File: src/rtl/lcd_cmd_fifo.sv
// Command/data queue feeding LCDCONTROL: circular buffer preloaded with the LCD init
// sequence at reset, producer backpressure, and optional hardware line-wrap insertion.
module lcd_cmd_fifo #(
  parameter int unsigned DEPTH     = 32,
  parameter int unsigned NUM_INIT  = 5,
  parameter logic [71:0] INIT_SEQ  = {27'h0, 9'h080, 9'h006, 9'h001, 9'h00c, 9'h038},
  parameter int unsigned COLS      = 16,
  parameter bit          AUTO_WRAP = 1'b1
) (
  input  logic                     clk,
  input  logic                     rst_n,
  input  logic                     wr_en,
  input  logic                     wr_rs,
  input  logic [7:0]               wr_data,
  output logic                     wr_wait,
  input  logic                     lcd_status,
  output logic                     lcd_write,
  output logic [8:0]               lcd_wrdata,
  output logic [$clog2(DEPTH):0]   count,
  output logic                     overflow,
  input  logic                     clr_ovf
);

  localparam int unsigned PtrW  = $clog2(DEPTH);
  localparam int unsigned CntW  = PtrW + 1;
  localparam int unsigned ColW  = $clog2(COLS + 1);
  localparam int unsigned InitW = 9 * DEPTH;
  localparam logic [InitW-1:0] InitPad = InitW'(INIT_SEQ);

  logic [8:0]      mem_q [DEPTH];
  logic [PtrW-1:0] rd_ptr_q, rd_ptr_d;
  logic [PtrW-1:0] wr_ptr_q, wr_ptr_d;
  logic [CntW-1:0] count_q, count_d;
  logic            lcd_write_q, lcd_write_d;
  logic [8:0]      lcd_wrdata_q, lcd_wrdata_d;
  logic            overflow_q, overflow_d;
  logic [ColW-1:0] col_q, col_d;
  logic            line_q, line_d;
  logic            wrap_pend_q, wrap_pend_d;

  logic       busy, pop, full, space;
  logic       wrap_ins, accept, drop, push;
  logic [8:0] push_data;

  always_comb begin
    busy      = lcd_status | lcd_write_q;
    pop       = (count_q != '0) && !busy;
    full      = (count_q == CntW'(DEPTH));
    // A same-cycle pop frees a slot, so a push against a full queue still lands.
    space     = !full || pop;
    wrap_ins  = wrap_pend_q && space;
    accept    = wr_en && !wrap_pend_q && space;
    drop      = wr_en && !accept;
    push      = wrap_ins || accept;
    push_data = wrap_ins ? (line_q ? 9'h080 : 9'h0c0) : {wr_rs, wr_data};

    rd_ptr_d     = pop  ? rd_ptr_q + PtrW'(1) : rd_ptr_q;
    wr_ptr_d     = push ? wr_ptr_q + PtrW'(1) : wr_ptr_q;
    count_d      = count_q + CntW'(push) - CntW'(pop);
    lcd_write_d  = pop;
    lcd_wrdata_d = pop ? mem_q[rd_ptr_q] : lcd_wrdata_q;

    if (drop) begin
      overflow_d = 1'b1;
    end else if (clr_ovf) begin
      overflow_d = 1'b0;
    end else begin
      overflow_d = overflow_q;
    end
  end

  // Cursor follows only what actually enters the queue.
  always_comb begin
    col_d       = col_q;
    line_d      = line_q;
    wrap_pend_d = wrap_pend_q;
    if (AUTO_WRAP) begin
      if (wrap_ins) begin
        col_d       = '0;
        line_d      = ~line_q;
        wrap_pend_d = 1'b0;
      end else if (accept) begin
        if (wr_rs) begin
          col_d = col_q + ColW'(1);
          if (col_q == ColW'(COLS - 1)) begin
            wrap_pend_d = 1'b1;
          end
        end else if (wr_data == 8'h01 || wr_data == 8'h02) begin
          col_d  = '0;
          line_d = 1'b0;
        end else if (wr_data[7]) begin
          line_d = wr_data[6];
          if (32'(wr_data[5:0]) >= COLS) begin
            col_d = ColW'(COLS - 1);
          end else begin
            col_d = ColW'(wr_data[5:0]);
          end
        end
      end
    end
  end

  always_ff @(posedge clk or negedge rst_n) begin
    if (!rst_n) begin
      for (int i = 0; i < int'(DEPTH); i++) begin
        mem_q[i] <= (i < int'(NUM_INIT)) ? InitPad[9*i +: 9] : 9'h000;
      end
    end else if (push) begin
      mem_q[wr_ptr_q] <= push_data;
    end
  end

  always_ff @(posedge clk or negedge rst_n) begin
    if (!rst_n) begin
      rd_ptr_q     <= '0;
      wr_ptr_q     <= PtrW'(NUM_INIT);
      count_q      <= CntW'(NUM_INIT);
      lcd_write_q  <= 1'b0;
      lcd_wrdata_q <= '0;
      overflow_q   <= 1'b0;
      col_q        <= '0;
      line_q       <= 1'b0;
      wrap_pend_q  <= 1'b0;
    end else begin
      rd_ptr_q     <= rd_ptr_d;
      wr_ptr_q     <= wr_ptr_d;
      count_q      <= count_d;
      lcd_write_q  <= lcd_write_d;
      lcd_wrdata_q <= lcd_wrdata_d;
      overflow_q   <= overflow_d;
      col_q        <= col_d;
      line_q       <= line_d;
      wrap_pend_q  <= wrap_pend_d;
    end
  end

  assign wr_wait    = full | wrap_pend_q;
  assign lcd_write  = lcd_write_q;
  assign lcd_wrdata = lcd_wrdata_q;
  assign count      = count_q;
  assign overflow   = overflow_q;

endmodule

File: config.mk
export PLATFORM = sky130hd
export DESIGN_NAME = lcd_cmd_fifo
export DESIGN_NICKNAME = d
export VERILOG_FILES = /design/src/rtl/lcd_cmd_fifo.sv
export SDC_FILE = /design/constraint.sdc
export NUM_CORES = 1
export LEC_CHECK = 0
export CELL_PAD_IN_SITES_DETAIL_PLACEMENT = 1
export CELL_PAD_IN_SITES_GLOBAL_PLACEMENT = 1
export CORE_MARGIN = 2
export CORE_UTILIZATION = 40
export DETAILED_ROUTE_END_ITERATION = 12
export PLACE_DENSITY_LB_ADDON = 0.05
export SLEW_MARGIN = 5
export SYNTH_ARGS = -nofsm -noshare
export SYNTH_HDL_FRONTEND = slang
export SYNTH_SLANG_ARGS = --single-unit
File: constraint.sdc
create_clock -name clk -period 7.7 [get_ports clk]
set_clock_uncertainty 0.05 [all_clocks]
set_input_delay 2.31 -clock clk [delete_from_list [all_inputs] [get_ports clk]]
set_output_delay 2.31 -clock clk [all_outputs]
set_load 0.03 [all_outputs]
Yosys cells after proc, flatten, opt, wreduce, memory -nomap -nowiden
Index checks and enable logic that the tools add are counted.
{"block": "classes", "n_reduce_logical": 23, "eq_ne": 5, "add_sub_neg": 5, "n_lt_le_gt_ge": 4, "mux": 25, "bitwise_logic": 5}
{"operator": "bitwise mux 288 bit", "n": 1}
{"operator": "binary-select mux 9 bit (select 5 bit)", "n": 1}
{"operator": "demux 9 bit (select 5 bit)", "n": 1}
{"operator": "two-way mux 9 bit", "n": 4}
{"operator": "two-way mux 5 bit", "n": 6}
{"operator": "adder 5 x 1 -> 5 bit, second input constant", "n": 3}
{"operator": "greater-or-equal comparator 6 bit, second input constant", "n": 2}
{"operator": "NOT 5 -> 6 bit", "n": 2}
{"operator": "two-way mux 1 bit", "n": 11}
{"operator": "== test 8 x 1 -> 1 bit, second input constant", "n": 1}
{"operator": "== test 8 x 2 -> 1 bit, second input constant", "n": 1}
{"operator": "nonzero test 2 bit", "n": 4}
{"operator": "two-way mux 7 bit", "n": 1}
{"operator": "adder 6 x 1 -> 6 bit", "n": 1}
{"operator": "== test 6 bit, second input constant", "n": 1}
{"operator": "greater-or-equal comparator 6 x 5 -> 1 bit, second input constant", "n": 1}
{"operator": "logical AND 1 bit", "n": 6}
{"operator": "less-than comparator 6 x 1 -> 1 bit, second input constant", "n": 1}
{"operator": "AND reduction 3 bit", "n": 2}
{"operator": "nonzero test 6 bit", "n": 1}
{"operator": "subtractor 6 x 1 -> 6 bit", "n": 1}
{"operator": "== test 5 x 4 -> 1 bit, second input constant", "n": 1}
{"operator": "zero test 1 bit", "n": 4}
{"operator": "nonzero test 4 bit", "n": 1}
{"operator": "other kinds (6)", "n": 9}
{"block": "totals", "reg_bits": 322, "output_inout_bits": 18, "elab_cells": 108, "inputBits": 14}

Logic depth before layout (Yosys ltp)
{"block": "logic_depth", "ltp_word": 8, "depth_mapped": 13, "mapped_depth_nobuf": 12}

Least setup slack after synthesis
No wires, ideal clock.
{"block": "synth_timing", "path_type": "in2reg", "start": "input port lcd_status", "end": "register count_q[4], in the netlist count[4]", "setup_time_ns": 0.131, "slack_ns": 3.028, "required_time_ns": 7.519, "n_path_buf": 1, "path_stages": 11, "t_arrival_ns": 4.491, "cell_sequence": "or3_1 clkbuf_1 a21oi_1 inv_1 ha_1 inv_1 ha_1 fa_1 a21oi_1 o21ai_0 xor2_1"}
{"block": "synth_between", "elab_chain_cells": 8, "word_cells_on_any_way": 9, "classes_between": "add/sub: 2; bitwise: 1; reduce/logical: 6"}
{"item": "start: declaration", "line": "16", "text": "input logic lcd_status,"}
{"item": "bitwise OR 1 bit (*)", "line": "46", "text": "busy = lcd_status | lcd_write_q;"}
{"item": "zero test 1 bit (*)", "line": "47", "text": "pop = (count_q != '0) && !busy;"}
{"item": "logical AND 1 bit (*)", "line": "47"}
{"item": "logical OR 1 bit", "line": "50", "text": "space = !full || pop;"}
{"item": "logical AND 1 bit, on equally long branches", "line": "51, 52"}
{"item": "logical OR 1 bit", "line": "54", "text": "push = wrap_ins || accept;"}
{"item": "adder 6 x 1 -> 6 bit", "line": "59", "text": "count_d = count_q + CntW'(push) - CntW'(pop);"}
{"item": "subtractor 6 x 1 -> 6 bit (*)", "line": "59"}
{"item": "net count_d[4]", "line": "33", "text": "logic [CntW-1:0] count_q, count_d;"}
{"item": "end signal: assignment", "line": "117", "text": "count_q <= CntW'(NUM_INIT);"}
{"item": "end signal: assignment", "line": "127", "text": "count_q <= count_d;"}
{"item": "end: declaration", "line": "33"}
Mark *: on every way through the listed nets, which the timed path passes. The rest lies on a longest branch.
A chain may end at the register's enable or synchronous reset.

Worst setup path after layout
Same ends and word-level chain as after synthesis.

==> results.ini <==
[yosys]
synth-edff-count=0
synth_nets=1093
syn_area_per_cell_sq_um=14.5
ys_top_cells_by_area=dfrtp_1 50%, mux2_2 19%, mux4_2 7.8%, mux2i_1 3.1%, a211oi_4 2.6%
synth_seq_cells=322
ys_warn_count=0
synthDistinctLibCells=58
synthArstFlopShare_pct=100
synth_top_area_share_pct=50.2
synth_top_area_cell=dfrtp_1
synthFlopType=dfrtp_1
syn_area_sq_um=15400
netlist_instances=1062
ys_seq_area_share_pct=52.4

[timing]
fin_crit_sh_pct=72.1
slew_headroom_pct=26.6
setup_viol=0
fmaxAchievable_mhz=180
tightestPinTransition_ns=1.10
slew_viol_final=0
tns_ns=0
rsz0062_at_grt=no
finalHoldViolCount=0
period_needed_ns=5.55

[cells_and_area]
finish.utilization_pct=46.3
drive_above_1_share_pct=41.4
fin_nets=1111
syn2layout_area_growth_pct=13.6
fillers=3760

[clock_tree]
clkTransAtPathRegs_ns=0.06
postCtsSetupBuffers=0
cts_tree=yes
clkLatencyLatePin_ns=0.56
cts.sink_count=322
htreeDepth=2
postCtsHoldBufs=0
root_buffer=clkbuf_16
numCtsBuffers=38
cts_resized=0
cts_buffer_depth=3

[die]
coreArea_sq_um=37800
io_pins=32
start_util_pct=40.8
rows=71
die-area_sq_um=40100
dieHeight_um=200
die_w_um=200

[power]
p_per_area_nw_per_um2=428
p_leak_nw=7.36
power_mw=7.49
peakVddDrop_mv=0.207

[grt]
grt_usage_pct=21.1
grt_pass1_vias=9926
grt_max_degree=112
grt_pass1_wl_um=64200
antenna_found_initial=1
overflow=0

[critical_path]
cpMaxStageDelayCell=a21oi_1
cpPeakStageDelay_ns=0.56
criticalPathCategory=input port to flip-flop
crit_path_end_kind=flip-flop
arrival_ns=5.92
cp_data_required_time_ns=8.07
start_kind=input port
critPathMaxFanout=30
path_cells=clkdlybuf4s50_1 -> or3_2 -> buf_4 -> a21oi_1 -> inv_1 -> ha_1 -> inv_1 -> ha_1 -> fa_1 -> a21oi_1 -> o21ai_0 -> xor2_1

[route]
drc=0
drtIter0Drc=341
wirelength_um=40900
vias=9066
routedWlPerCell_um=25.2
vias_per_cell=5.59
drt-pass1-iter-count=4
ant_nets=0

[placed_design]
dpl.hpwl_um=25400
place_congestion=0.747
io_buffer_count=31

[min_path]
hold_path_class=flip-flop to flip-flop

[job]
drv_cap=0

[outcome]
outcome=completed

logic make-up after synthesis:
kind of cell / after synthesis / synth area share [%]
mux: 364 / 30.1
buf+inv: 93 / 2.66
flops: 322 / 52.4
fa+ha+maj: 17 / 1.43
compound gates: 139 / 8.92
xor+xnor: 13 / 0.740
simple gates: 114 / 3.69
area by class of cell:
type / count / area [sq um] / share of cell area (%)
timing repair buffer: 50 / 470 / 2.69
sequential: 322 / 8080 / 46.2
clock buffer: 60 / 1110 / 6.37
tap: 511 / 639 / 3.65
clock inverter: 9 / 116 / 0.665
multi-input combinational: 647 / 6990 / 40.0
inverter: 21 / 78.8 / 0.451
antenna: 1 / 2.50 / 0.0143
worst paths after layout:
kind | slack, ns | from | cells after the start | endpoint
max in group asynchronous | 4.43 | rst_n | 2 | mem_q[201]$_DFFE_PN0P_
setup reg to reg | 3.75 | count[4]$_DFF_PN0_ | 13 | count[4]$_DFF_PN0_
hold / removal | 0.45 | mem_q[122]$_DFFE_PN0P_ | 1 | mem_q[122]$_DFFE_PN0P_
min in group asynchronous | 1.77 | rst_n | 1 | count[4]$_DFF_PN0_
hold reg to reg | 0.45 | mem_q[122]$_DFFE_PN0P_ | 1 | mem_q[122]$_DFFE_PN0P_
setup / recovery | 2.15 | lcd_status | 12 | count[4]$_DFF_PN0_
cells in the mapped netlist (4+ instances only):
library cell / number
dfstp_2: 13
nor3_1: 4
o22a_1: 9
o22ai_1: 9
a2111oi_4: 5
ha_1: 16
a211oi_4: 20
mux2i_1: 48
nand2_1: 24
a311oi_1: 13
xor2_1: 8
buf_4: 6
nor2_1: 47
mux2_2: 263
inv_1: 21
buf_1: 5
a21oi_1: 36
and2_1: 4
o2111a_1: 10
a221oi_1: 8
xnor2_1: 5
buf_2: 12
mux4_2: 53
nand3b_1: 4
clkbuf_1: 46
o21ai_0: 8
nand3_1: 5
dfrtp_1: 309
per-layer routing:
metal / vias up / global-route usage, % / share of wire (%)
li1: 3988 / - / -
met1: 4905 / 28.8 / 46
met2: 117 / 35.5 / 49
met3: 56 / 3.27 / 3.2
met4: 0 / 5.36 / 2.1
met5: - / 0 / 0
layout by cell type, fill, tap and decap left out, types with 15 or more instances in the layout:
master / Yosys / final
a21oi_1: 36 / 36
clkdlybuf4s50_1: 0 / 30
ha_1: 16 / 16
inv_1: 21 / 21
nor2_1: 47 / 43
mux2_2: 263 / 263
buf_4: 6 / 18
clkbuf_16: 0 / 39
clkbuf_1: 46 / 15
mux4_2: 53 / 53
nand2_1: 24 / 24
dfrtp_1: 309 / 307
a211oi_4: 20 / 20
mux2i_1: 48 / 47
registers in the layout (all words and copies together) (netlist names), 5 cells and up:
register    flops
col_q           5
count           6
mem_q         288
lcd_wrdata      9
wr_ptr_q        5
rd_ptr_q        5
worst max-delay path, delay by kind of cell:
family | cells | cell delay (ns)
and+or+nand+nor | 1 | 0.46
xor gates and xnor gates | 1 | 0.15
AOI/OAI and AO/OA | 3 | 0.84
adders and majority gates | 3 | 0.97
buffers and inverters | 4 | 1.17
power by group:
group          internal (mW)  switching, mW  total, mW
Combinational           1.39           1.34       2.72
Clock                   1.07          0.724       1.79
Sequential              2.49          0.489       2.97
Total                   4.94           2.55       7.49
stage by stage:
stage | hold WS (ns) | worst slack (ns) | cells | area [sq um]
6_report | 0.450 | 2.15 | 1621 | 17500
5_1_grt | 0.467 | 1.85 | 1620 | 17500
4_1_cts | 0.454 | 2.17 | 1620 | 17500
3_5_place_dp | 0.441 | 1.63 | 1551 | 16300
3_3_place_gp | 0.434 | 1.75 | 1551 | 16300
2_1_floorplan | 0.410 | 3.03 | 1062 | 15400
Note: power is estimated with default switching activity, not from simulation.
